==> src/rtl/seg7_pkg.sv <==
// Shared seven-segment definitions for the display blocks.
// The codes are active-low, bit order dp,g..a.
package seg7_pkg;

   localparam int NUM_DIGITS = 8;

   localparam logic [7:0]  SEG_OFF = 8'hFF;
   localparam logic [15:0] ALL_OFF = 16'hFFFF;

   localparam logic [7:0] SEG_TABLE [16] = '{
      8'hC0, 8'hF9, 8'hA4, 8'hB0,
      8'h99, 8'h92, 8'h82, 8'hF8,
      8'h80, 8'h90, 8'h88, 8'h83,
      8'hC6, 8'hA1, 8'h86, 8'h8E
   };

endpackage

==> src/rtl/hex_to_seg7.sv <==
// Hex nibble to active-low segment pattern, with dp and blanking.
// Blanking overrides dp.
module hex_to_seg7
   import seg7_pkg::*;
(
   input  logic [3:0] nibble,
   input  logic       dp,
   input  logic       blank,
   output logic [7:0] seg
);

   always_comb begin
      seg = SEG_TABLE[nibble];
      if (dp)
         seg[7] = 1'b0;
      if (blank)
         seg = SEG_OFF;
   end

endmodule

==> src/rtl/hex8_scan.sv <==
// 8-digit multiplexed seven-segment scanner.
// Emits registered {sel, seg} words with a one-cycle valid strobe.
module hex8_scan
   import seg7_pkg::*;
#(
   parameter int SCAN_DIV = 50000
) (
   input  logic        clk,
   input  logic        rst,
   input  logic        en,
   input  logic [31:0] disp_data,
   input  logic [7:0]  dp_mask,
   input  logic [7:0]  blank_mask,
   output logic [15:0] data_out,
   output logic        data_vld
);

   localparam int CW = $clog2(SCAN_DIV);
   localparam int IW = $clog2(NUM_DIGITS);

   logic [CW-1:0] cnt;
   logic [IW-1:0] nxt;
   logic          en_q;
   logic [31:0]   sh_data;
   logic [7:0]    sh_dp;
   logic [7:0]    sh_blank;

   logic          tick;
   logic          frame_start;
   logic [31:0]   cur_data;
   logic [7:0]    cur_dp;
   logic [7:0]    cur_blank;
   logic [3:0]    nib;
   logic [7:0]    seg;
   logic [7:0]    sel;

   assign tick        = en && (cnt == CW'(SCAN_DIV - 1));
   assign frame_start = (nxt == '0);

   // Digit 0 reads live inputs; the rest of the frame reads the snapshot.
   assign cur_data  = frame_start ? disp_data  : sh_data;
   assign cur_dp    = frame_start ? dp_mask    : sh_dp;
   assign cur_blank = frame_start ? blank_mask : sh_blank;

   assign nib = cur_data[{nxt, 2'b00} +: 4];
   assign sel = ~(8'h01 << nxt);

   hex_to_seg7 u_dec (
      .nibble (nib),
      .dp     (cur_dp[nxt]),
      .blank  (cur_blank[nxt]),
      .seg    (seg)
   );

   always_ff @(posedge clk) begin
      if (rst) begin
         cnt      <= '0;
         nxt      <= '0;
         en_q     <= 1'b0;
         sh_data  <= '0;
         sh_dp    <= '0;
         sh_blank <= '0;
         data_out <= ALL_OFF;
         data_vld <= 1'b0;
      end else begin
         en_q     <= en;
         data_vld <= 1'b0;
         if (!en) begin
            cnt <= '0;
            nxt <= '0;
            if (en_q) begin
               data_out <= ALL_OFF;
               data_vld <= 1'b1;
            end
         end else if (tick) begin
            cnt      <= '0;
            nxt      <= nxt + IW'(1);
            data_out <= {sel, seg};
            data_vld <= 1'b1;
            if (frame_start) begin
               sh_data  <= disp_data;
               sh_dp    <= dp_mask;
               sh_blank <= blank_mask;
            end
         end else begin
            cnt <= cnt + CW'(1);
         end
      end
   end

endmodule

==> config.mk <==
export PLATFORM = sky130hd
export DESIGN_NAME = hex8_scan
export DESIGN_NICKNAME = d
export VERILOG_FILES = /design/src/rtl/seg7_pkg.sv /design/src/rtl/hex_to_seg7.sv /design/src/rtl/hex8_scan.sv
export SDC_FILE = /design/constraint.sdc
export NUM_CORES = 1
export LEC_CHECK = 0
export CORE_MARGIN = 4
export CORE_UTILIZATION = 40
export CTS_BUF_LIST = sky130_fd_sc_hd__clkbuf_8
export DETAILED_ROUTE_END_ITERATION = 16
export SYNTH_ARGS = -nofsm -noshare
export SYNTH_HDL_FRONTEND = slang
export SYNTH_SLANG_ARGS = --single-unit
==> constraint.sdc <==
create_clock -name clk -period 3.29 [get_ports clk]
set_input_delay 0.329 -clock clk [delete_from_list [all_inputs] [get_ports clk]]
set_output_delay 0.329 -clock clk [all_outputs]
set_load 0.05 [all_outputs]
======== After elaboration in Yosys (flattened, before gate mapping) ========
Memories as Yosys holds them, arrays and structs flattened.
Cells that the tools add are included.
storage, ports and cells
  memories ................................ 1
  memory bits (read-only) ................. 128
  word-level logic and storage cells ...... 44
  register bits ........................... 85
  input bits .............................. 51
memory list
  name              depth  bits a word  read ports  clocked after memory_dff  wr ports  RTL line           source
  (name not given)  16     8            1           0                         0         hex_to_seg7.sv:13  seg = SEG_TABLE[nibble];
cells by class
  bitwise operators ....................... 3
  reduce and logical (&&, ||, !) cells .... 7
  $lt $le $gt $ge ......................... 2
  multiplexer cells ....................... 17
  $add $sub $neg .......................... 2
  equal/unequal tests ..................... 2
  shift-type cells ........................ 2
operator list
  operator                                                  count
  2-to-1 mux 16 bit                                         3
  2-to-1 mux 8 bit                                          5
  2-to-1 mux 32 bit                                         1
  variable part select 32 x 6 -> 4 bit                      1
  adder 16 x 1 -> 16 bit, second input constant             1
  == test 16 bit, second input constant                     1
  NOT 8 bit                                                 1
  << shifter 1 x 3 -> 8 bit, first input constant           1
  binary-select mux 1 bit (select 3 bit)                    2
  2-to-1 mux 1 bit                                          6
  greater-or-equal comparator 5 bit, second input constant  1
  NOT 4 -> 5 bit                                            1
  < comparator 3 x 4 -> 1 bit, second input constant        1
  AND reduction 2 bit                                       2
  adder 3 x 1 -> 3 bit, second input constant               1
  zero test 3 bit                                           1
  OR reduction 3 bit                                        1
  inequality test 2 x 1 -> 1 bit, second input constant     1
  nonzero test 2 bit                                        1
  OR reduction 2 bit                                        1
  logical AND 1 bit                                         1
  NOT 1 bit                                                 1

======== Longest topological paths before layout ========
Gate-level depths: netlist of the first run.
  depth in word-level cells ............... 11
  gate-level depth with buffers ........... 17

======== Hierarchy ========
A second synthesis of the first run with hierarchy kept.
unflattened totals
  cell total of the unflattened synthesis .. 506
  area, all modules ....................... 4,443.0 um^2
by module, submodules not included
  module       seq. area each (um^2)  cells an instance  area each (um^2)  instances
  hex8_scan    1,701.6                470                4,144.0           1
  hex_to_seg7  0.0                    36                 299.0             1

======== Worst setup path after synthesis of the first run ========
No wires, ideal clock.
  path kind ............................... register -> register
  start point ............................. register nxt[0]
  end point ............................... register data_out[3]
  arrival time ............................ 2,948 ps
  data required time ...................... 3,173 ps
  cell stages (with the launch flop) ...... 16
  setup time .............................. 117 ps
  setup slack ............................. 225 ps
  cells stage by stage .................... dfxtp_1 -> buf_4 -> inv_1 -> buf_6 -> ha_1 -> nor2b_1 -> buf_6 -> buf_6 -> mux4_2 -> mux2i_1 -> nand2_1 -> nand2_1 -> inv_1 -> ha_1 -> mux4_2 -> o22a_1
on the way
  longest elaborated chain between the ends .. 10
  elaborated cells between the ends (all ways) .. 13
ends and longest elaborated chain
  item                                                  RTL line           source
  from (decl)                                           hex8_scan.sv:22    logic [IW-1:0] nxt;
  from (signal assigned)                                hex8_scan.sv:77    nxt <= nxt + IW'(1);
  zero test 3 bit                                       hex8_scan.sv:38    assign frame_start = (nxt == '0);
  2-to-1 mux 32 bit                                     -
  variable part select 32 x 6 -> 4 bit                  hex8_scan.sv:45    assign nib = cur_data[{nxt, 2'b00} +: 4];
  NOT 4 -> 5 bit (implied by the code)                  hex_to_seg7.sv:13
  memory read (16 x 8 bit)                              -
  2-to-1 mux 8 bit (implied by the code) (2 in series)  hex_to_seg7.sv:13
  2-to-1 mux 8 bit *                                    hex_to_seg7.sv:16  if (blank)
  2-to-1 mux 16 bit *                                   hex8_scan.sv:75    end else if (tick) begin
  2-to-1 mux 16 bit *                                   hex8_scan.sv:68    if (!en) begin
  to (signal assigned)                                  hex8_scan.sv:78    data_out <= {sel, seg};
  to (decl)                                             hex8_scan.sv:14    output logic [15:0] data_out,
Every way passes the cells marked *; elsewhere a longest branch is shown, timed or not. The select of a mux whose other input is x is not followed.
A chain may end at the register's enable or synchronous reset.

======== Worst setup path in the final report of the first run ========
  start point ............................. register nxt[1]
  end point ............................... register data_out[3]
Same word-level chain as after synthesis.

==> results of run 1 <==
## per-layer routing
| metal | track usage (%) | wire length (um) | up-vias |
|---|---|---|---|
| met2 | 26.3 | 4790 | 79 |
| met4 | 4.89 | 134 | 0 |
| met3 | 4.60 | 519 | 10 |
| met1 | 22.4 | 4900 | 1680 |
| met5 | 0 | 0 | - |
| li1 | - | - | 1836 |
## worst min-delay path: stages
cell and delay, ns:
buf_2 0.10, nand2b_1 0.25, a21oi_1 0.06
## state kept, by name (all words and copies together) (netlist names)
signal / cells
data_out: 16
sh_data: 32
sh_blank: 8
cnt: 16
data_vld: 1
sh_dp: 8
en_q: 1
nxt: 3
## cells by family (layout without fill, tap and decap cells)
logic type,after synthesis,in the layout,synth area share [%]
compound gates,92,92,13.7
xor+xnor,15,15,2.96
fa+ha+maj,13,13,3.67
buf+inv,40,106,5.17
flops,85,85,38.4
mux,43,43,16.0
simple gates,200,200,20.2
## Yosys cell counts, drive strengths merged (2+ instances only)
cell,n
mux2i,23
nor3b,4
ha,13
nor3,2
o21ai,11
o32a,4
mux4,19
dfxtp,85
xnor2,9
o2bb2ai,2
buf,13
inv,11
a31o,2
nand3,18
nor2b,3
a31oi,4
and3,8
a21oi,53
nor2,30
o22a,2
clkbuf,16
a22oi,5
nand4,8
nand2,112
a22o,2
xor2,6
nand2b,7
or2,2
## stage by stage
step	util (%)	area, um^2	hold slack (ns)	total power [mW]	instances
floorplan	-	4430	0.413	1.14	488
global route	50.0	5420	0.423	2.12	694
finish	50.0	5420	0.416	2.04	694
detailed placement	47.9	5190	0.437	1.24	678
global placement	47.9	5190	0.425	1.24	678
CTS	50.0	5420	0.404	2.06	694
## report_power, final
group / total [mW] / leakage [nW] / internal [mW] / switching [mW]
registers: 1.03 / 0.686 / 1.03 / 0.00237
clock network: 0.824 / 0.112 / 0.447 / 0.378
logic: 0.182 / 1.11 / 0.0967 / 0.0849
## worst paths after layout
| check | start | end | cells after the start | slack (ns) |
|---|---|---|---|---|
| max | nxt[1] | data_out[3] | 12 | 0.29 |
| min | rst | nxt[1] | 3 | 0.42 |
| max reg2reg | nxt[1] | data_out[3] | 12 | 0.29 |
| min reg2reg | cnt[0] | cnt[0] | 1 | 0.45 |
## final cells by class
cell class | count | area (um^2) | share of cell area (%)
Clock buffer | 10 | 138 | 2.54
Clock inverter | 6 | 86.3 | 1.59
Inverter | 11 | 41.3 | 0.762
Multi-Input combinational cell | 363 | 2510 | 46.3
Sequential cell | 85 | 1700 | 31.4
Tap cell | 140 | 175 | 3.23
Timing Repair Buffer | 79 | 768 | 14.2
==> metrics.txt, run 1 <==
status=completed; Cell Area, Synth=around 0.0044 mm^2; Critical Path Sink Type=register; GRT Util Overall=between 10% and 20%; FFs w/ async S/R, synth=0%; measured slew at the worst slew-check pin=0.603 ns; DRC=0; most common cell after layout, fill and taps aside=nand2_1; setup TNS=0 ns; P&R area growth vs syn=22.3%; register area share after synthesis=38.4%; drt total wl=10.3 mm; CTS Hold Bufs=0; CTS Sinks=85; VDD IR-drop max=0.327 mV; Worst Path Required=3.54 ns; top cell type's share of synthesized area=between 30% and 40%; nets=613; # rows=38; DR WL/cell=14.9 um; Setup Buffers After CTS=0; routed via count=3605; Clock Tree Buf Depth=2; share of layout cells above drive strength 1=10.3%; max incr delay on CP=0.46 ns; Synth Register Bits=85; Port Buffers=between 60 and 70; antenna violations before repair=0; first-pass GRT wire length=17.2 mm; RSZ-0062 raised after global routing=false; dpl hpwl=approximately 7.4 mm; worst setup path class=register to register; power density over the cells=roughly 380 mW/mm^2; Clock Pin Slew Worst Setup and Hold Paths=~0.090 ns; period utilization=91.2%; final-report hold violation count=0; Starting Density=40.9%; clock root buffer=clkbuf_8; Mapped Cells=between 400 and 500; Final Setup Violations=0; Worst Setup Start Kind=register; pin count of the biggest net entering global routing=57; fin crit period=3.00 ns; cell family with most CP delay=multiplexers; worst path cell trace=inv_2 -> ha_1 -> nor2b_1 -> buf_4 -> mux4_2 -> mux2i_2 -> nand2_1 -> nand2_1 -> inv_1 -> ha_1 -> mux4_2 -> o22a_1; Syn Nets=approximately 550; setup skew after layout=0.0132 ns; Synth area leaders=dfxtp_1 (38%), nand2_1 (9.5%), mux4_2 (6.1%); GP Congestion=0.809; drt initial violations=roughly 190; Ys Warns=0; antenna cells=0; Vias/cell=5.19; largest area contributor in the netlist=dfxtp_1; Worst Path Max Fanout=15; post-cts gate resize count=0; number of buffers created by CTS=9; leakage=1.91 nW; IO Count=68; die area=0.0128 mm^2; Worst Hold Class=input port to register; CP bufs+invs=3; Critical Path AT=3.25 ns; most frequent cells in the layout=nand2_1 (112), dfxtp_1 (85), clkdlybuf4s50_1 (66); top_reg_cell synth=dfxtp_1; Final Slew Violations=0; pre-CTS setup slack=0.276 ns; number of synthesized flops with an enable pin=0; Slew headroom=roughly 60%; Die Ht=between 100 and 150 um; Distinct cells, synth=56; Clock Latency Late Sink=0.36 ns; drt pass-1 iters=4; H-tree levels=3; die width=113 um; max-cap violation count=0; vias in the first global route=3557; average cell area after synthesis=9.08 um^2; Post-DRT Antenna Nets=0; fill count=around 1100; Crit-path slowest cell=mux4_2; Peak Freq=333 MHz; Overflow after GRT=0; core area=0.0108 mm^2; setup ws final=0.290 ns; clock tree from TritonCTS=done
Note: power is estimated with default switching activity, not from simulation.
==> run 2: changes to the inputs <==
DONT_BUFFER_PORTS = 1   (was default)
==> run 2 against run 1 <==
Against the previous run: non-clock buffer count fell by 67; utilization decreased by 6.5 points; worst setup slack got worse by 0.0061 ns; via count fell by 5.6%; flip-flop and latch count unchanged; maximum frequency decreased by 0.20%; power shrank 7.6%.
==> metrics.txt, run 2 (synthesis gave the netlist of run 1 again) <==
status=completed (unchanged); Clock Latency Late Sink=0.35 ns (was 0.36 ns); period utilization=91.4% (was 91.2%); final-report hold violation count=0 (unchanged); max-cap violation count=0 (unchanged); routed via count=3404 (was 3605); Worst Path Max Fanout=10 (was 15); Post-Layout Cell Count=627 (was 694); most frequent cells in the layout=nand2_1 (112), dfxtp_1 (84), a21oi_1 (53) (was nand2_1 (112), dfxtp_1 (85), clkdlybuf4s50_1 (66)); Largest Register=sh_data (unchanged); CTS Sinks=85 (unchanged); Vias/cell=5.43 (was 5.19); setup TNS=0 ns (unchanged); drt total wl=10.2 mm (was 10.3 mm); Largest regs=sh_data: 32 flops, cnt: 16 flops, data_out: 16 flops (unchanged); CTS Hold Bufs=0 (unchanged); fin crit period=3.01 ns (was 3.00 ns); Post-DRT Antenna Nets=0 (unchanged); worst setup path class=register to register (unchanged); Setup Buffers After CTS=0 (unchanged); drt pass-1 iters=4 (unchanged); worst r2r src=nxt[0] (was nxt[1]); Worst Setup EP=data_out[3] (unchanged); # rows=38 (unchanged); IO Count=68 (unchanged); die area=0.0128 mm^2 (unchanged); Cells after DPL=611 (was 678); dpl hpwl=7.44 mm (was 7.37 mm); placed inst area=0.00452 mm^2 (was 0.00519 mm^2); number of buffers created by CTS=9 (unchanged); RSZ-0062 raised after global routing=false (unchanged); GP Congestion=0.817 (was 0.809); pre-CTS setup slack=0.248 ns (was 0.276 ns); first-pass GRT wire length=17.1 mm (was 17.2 mm); share of layout cells above drive strength 1=11.7% (was 10.3%); Starting Density=40.9% (unchanged); antenna cells=0 (unchanged); max reg flops=32 (unchanged); Final Setup Violations=0 (unchanged); setup skew after layout=0.00818 ns (was 0.0132 ns); r2r setup slk=0.28 ns (was 0.29 ns); Worst Hold Class=input port to register (unchanged); Final Slew Violations=0 (unchanged); clock root buffer=clkbuf_8 (unchanged); GRT Util Overall=16.5% (was 16.7%); clock tree from TritonCTS=done (unchanged); core area=0.0108 mm^2 (unchanged); Peak Freq=333 MHz (about the same); die width=113 um (unchanged); setup ws final=0.284 ns (was 0.290 ns); Port Buffers=0 (was 67); Die Ht=113 um (unchanged); CP startpoint=nxt[0] (was nxt[1]); VDD IR-drop max=0.180 mV (was 0.327 mV); most common cell after layout, fill and taps aside=nand2_1 (unchanged); H-tree levels=3 (unchanged); Critical Path AT=3.25 ns (about the same); worst r2r path cells=11 (was 12); reg2reg end=data_out[3] (unchanged); drt initial violations=241 (was 187); leakage=1.64 nW (was 1.91 nW); Worst Setup Start Kind=register (unchanged); Critical Path Sink Type=register (unchanged); final std cell area, no fill=0.00472 mm^2 (was 0.00542 mm^2); measured slew at the worst slew-check pin=0.557 ns (was 0.603 ns); vias in the first global route=3358 (was 3557); post-cts gate resize count=0 (unchanged); Worst Path Required=3.53 ns (was 3.54 ns); P&R area growth vs syn=6.44% (was 22.3%); Final Core Density=43.5% (was 50.0%); Clock Pin Slew Worst Setup and Hold Paths=0.09 ns (about the same); power density over the cells=400 mW/mm^2 (was 376 mW/mm^2); Clock Tree Buf Depth=2 (unchanged); Slew headroom=62.8% (was 59.8%); antenna violations before repair=0 (unchanged); nets=546 (was 613); DR WL/cell=16.2 um (was 14.9 um); pin count of the biggest net entering global routing=58 (was 57); DRC=0 (unchanged); Overflow after GRT=0 (unchanged)
==> run 2: per-stage QoR <==
stage / hold slack, ns / power (mW)
2_1_floorplan: 0.413 / 1.14
3_3_place_gp: 0.414 / 1.15
3_5_place_dp: 0.418 / 1.15
4_1_cts: 0.0318 / 1.90
5_1_grt: 0.0287 / 1.96
6_report: 0.0508 / 1.89
==> run 2: worst min-delay path by stage <==
stage,to,slack (ns),startpoint,depth (start not counted)
after floorplan,cnt[0],0.41,cnt[0],1
after global placement,data_vld,0.41,rst,1
after CTS,data_vld,0.03,rst,1
final,data_vld,0.05,rst,1
after detailed placement,data_vld,0.42,rst,1
after global routing,data_vld,0.03,rst,1
==> run 2: final cells by class <==
cell class              instances  area [um^2]
clock buffers                  10          138
clock inverters                 6         61.3
fillers                      1088         6120
inverters                      11         41.3
multi-input cells             363         2510
flip-flops and latches         85         1700
well taps                     140          175
repair buffers                 12         90.1
==> run 2: routing by layer <==
layer / track usage, % / wire length, um / up-vias
met5: 0 / 0 / -
met4: 4.33 / 84 / 0
met3: 5.72 / 774 / 6
met2: 25.0 / 4620 / 81
met1: 22.5 / 4700 / 1616
li1: - / - / 1701
==> run 2: critical path, cell delays in order (launching register included) <==
cell and delay, ns:
dfxtp_1 0.32, inv_1 0.07, ha_1 0.16, nor2b_2 0.46, mux4_2 0.40, mux2i_1 0.27, nand2_1 0.09, nand2_1 0.16
inv_1 0.11, ha_1 0.23, mux4_2 0.47, o22a_1 0.16
==> run 2: report_power, final <==
part | leakage [nW] | internal [mW] | switching (mW)
logic | 0.848 | 0.0399 | 0.0446
clock network | 0.102 | 0.371 | 0.386
registers | 0.687 | 1.03 | 0.0124
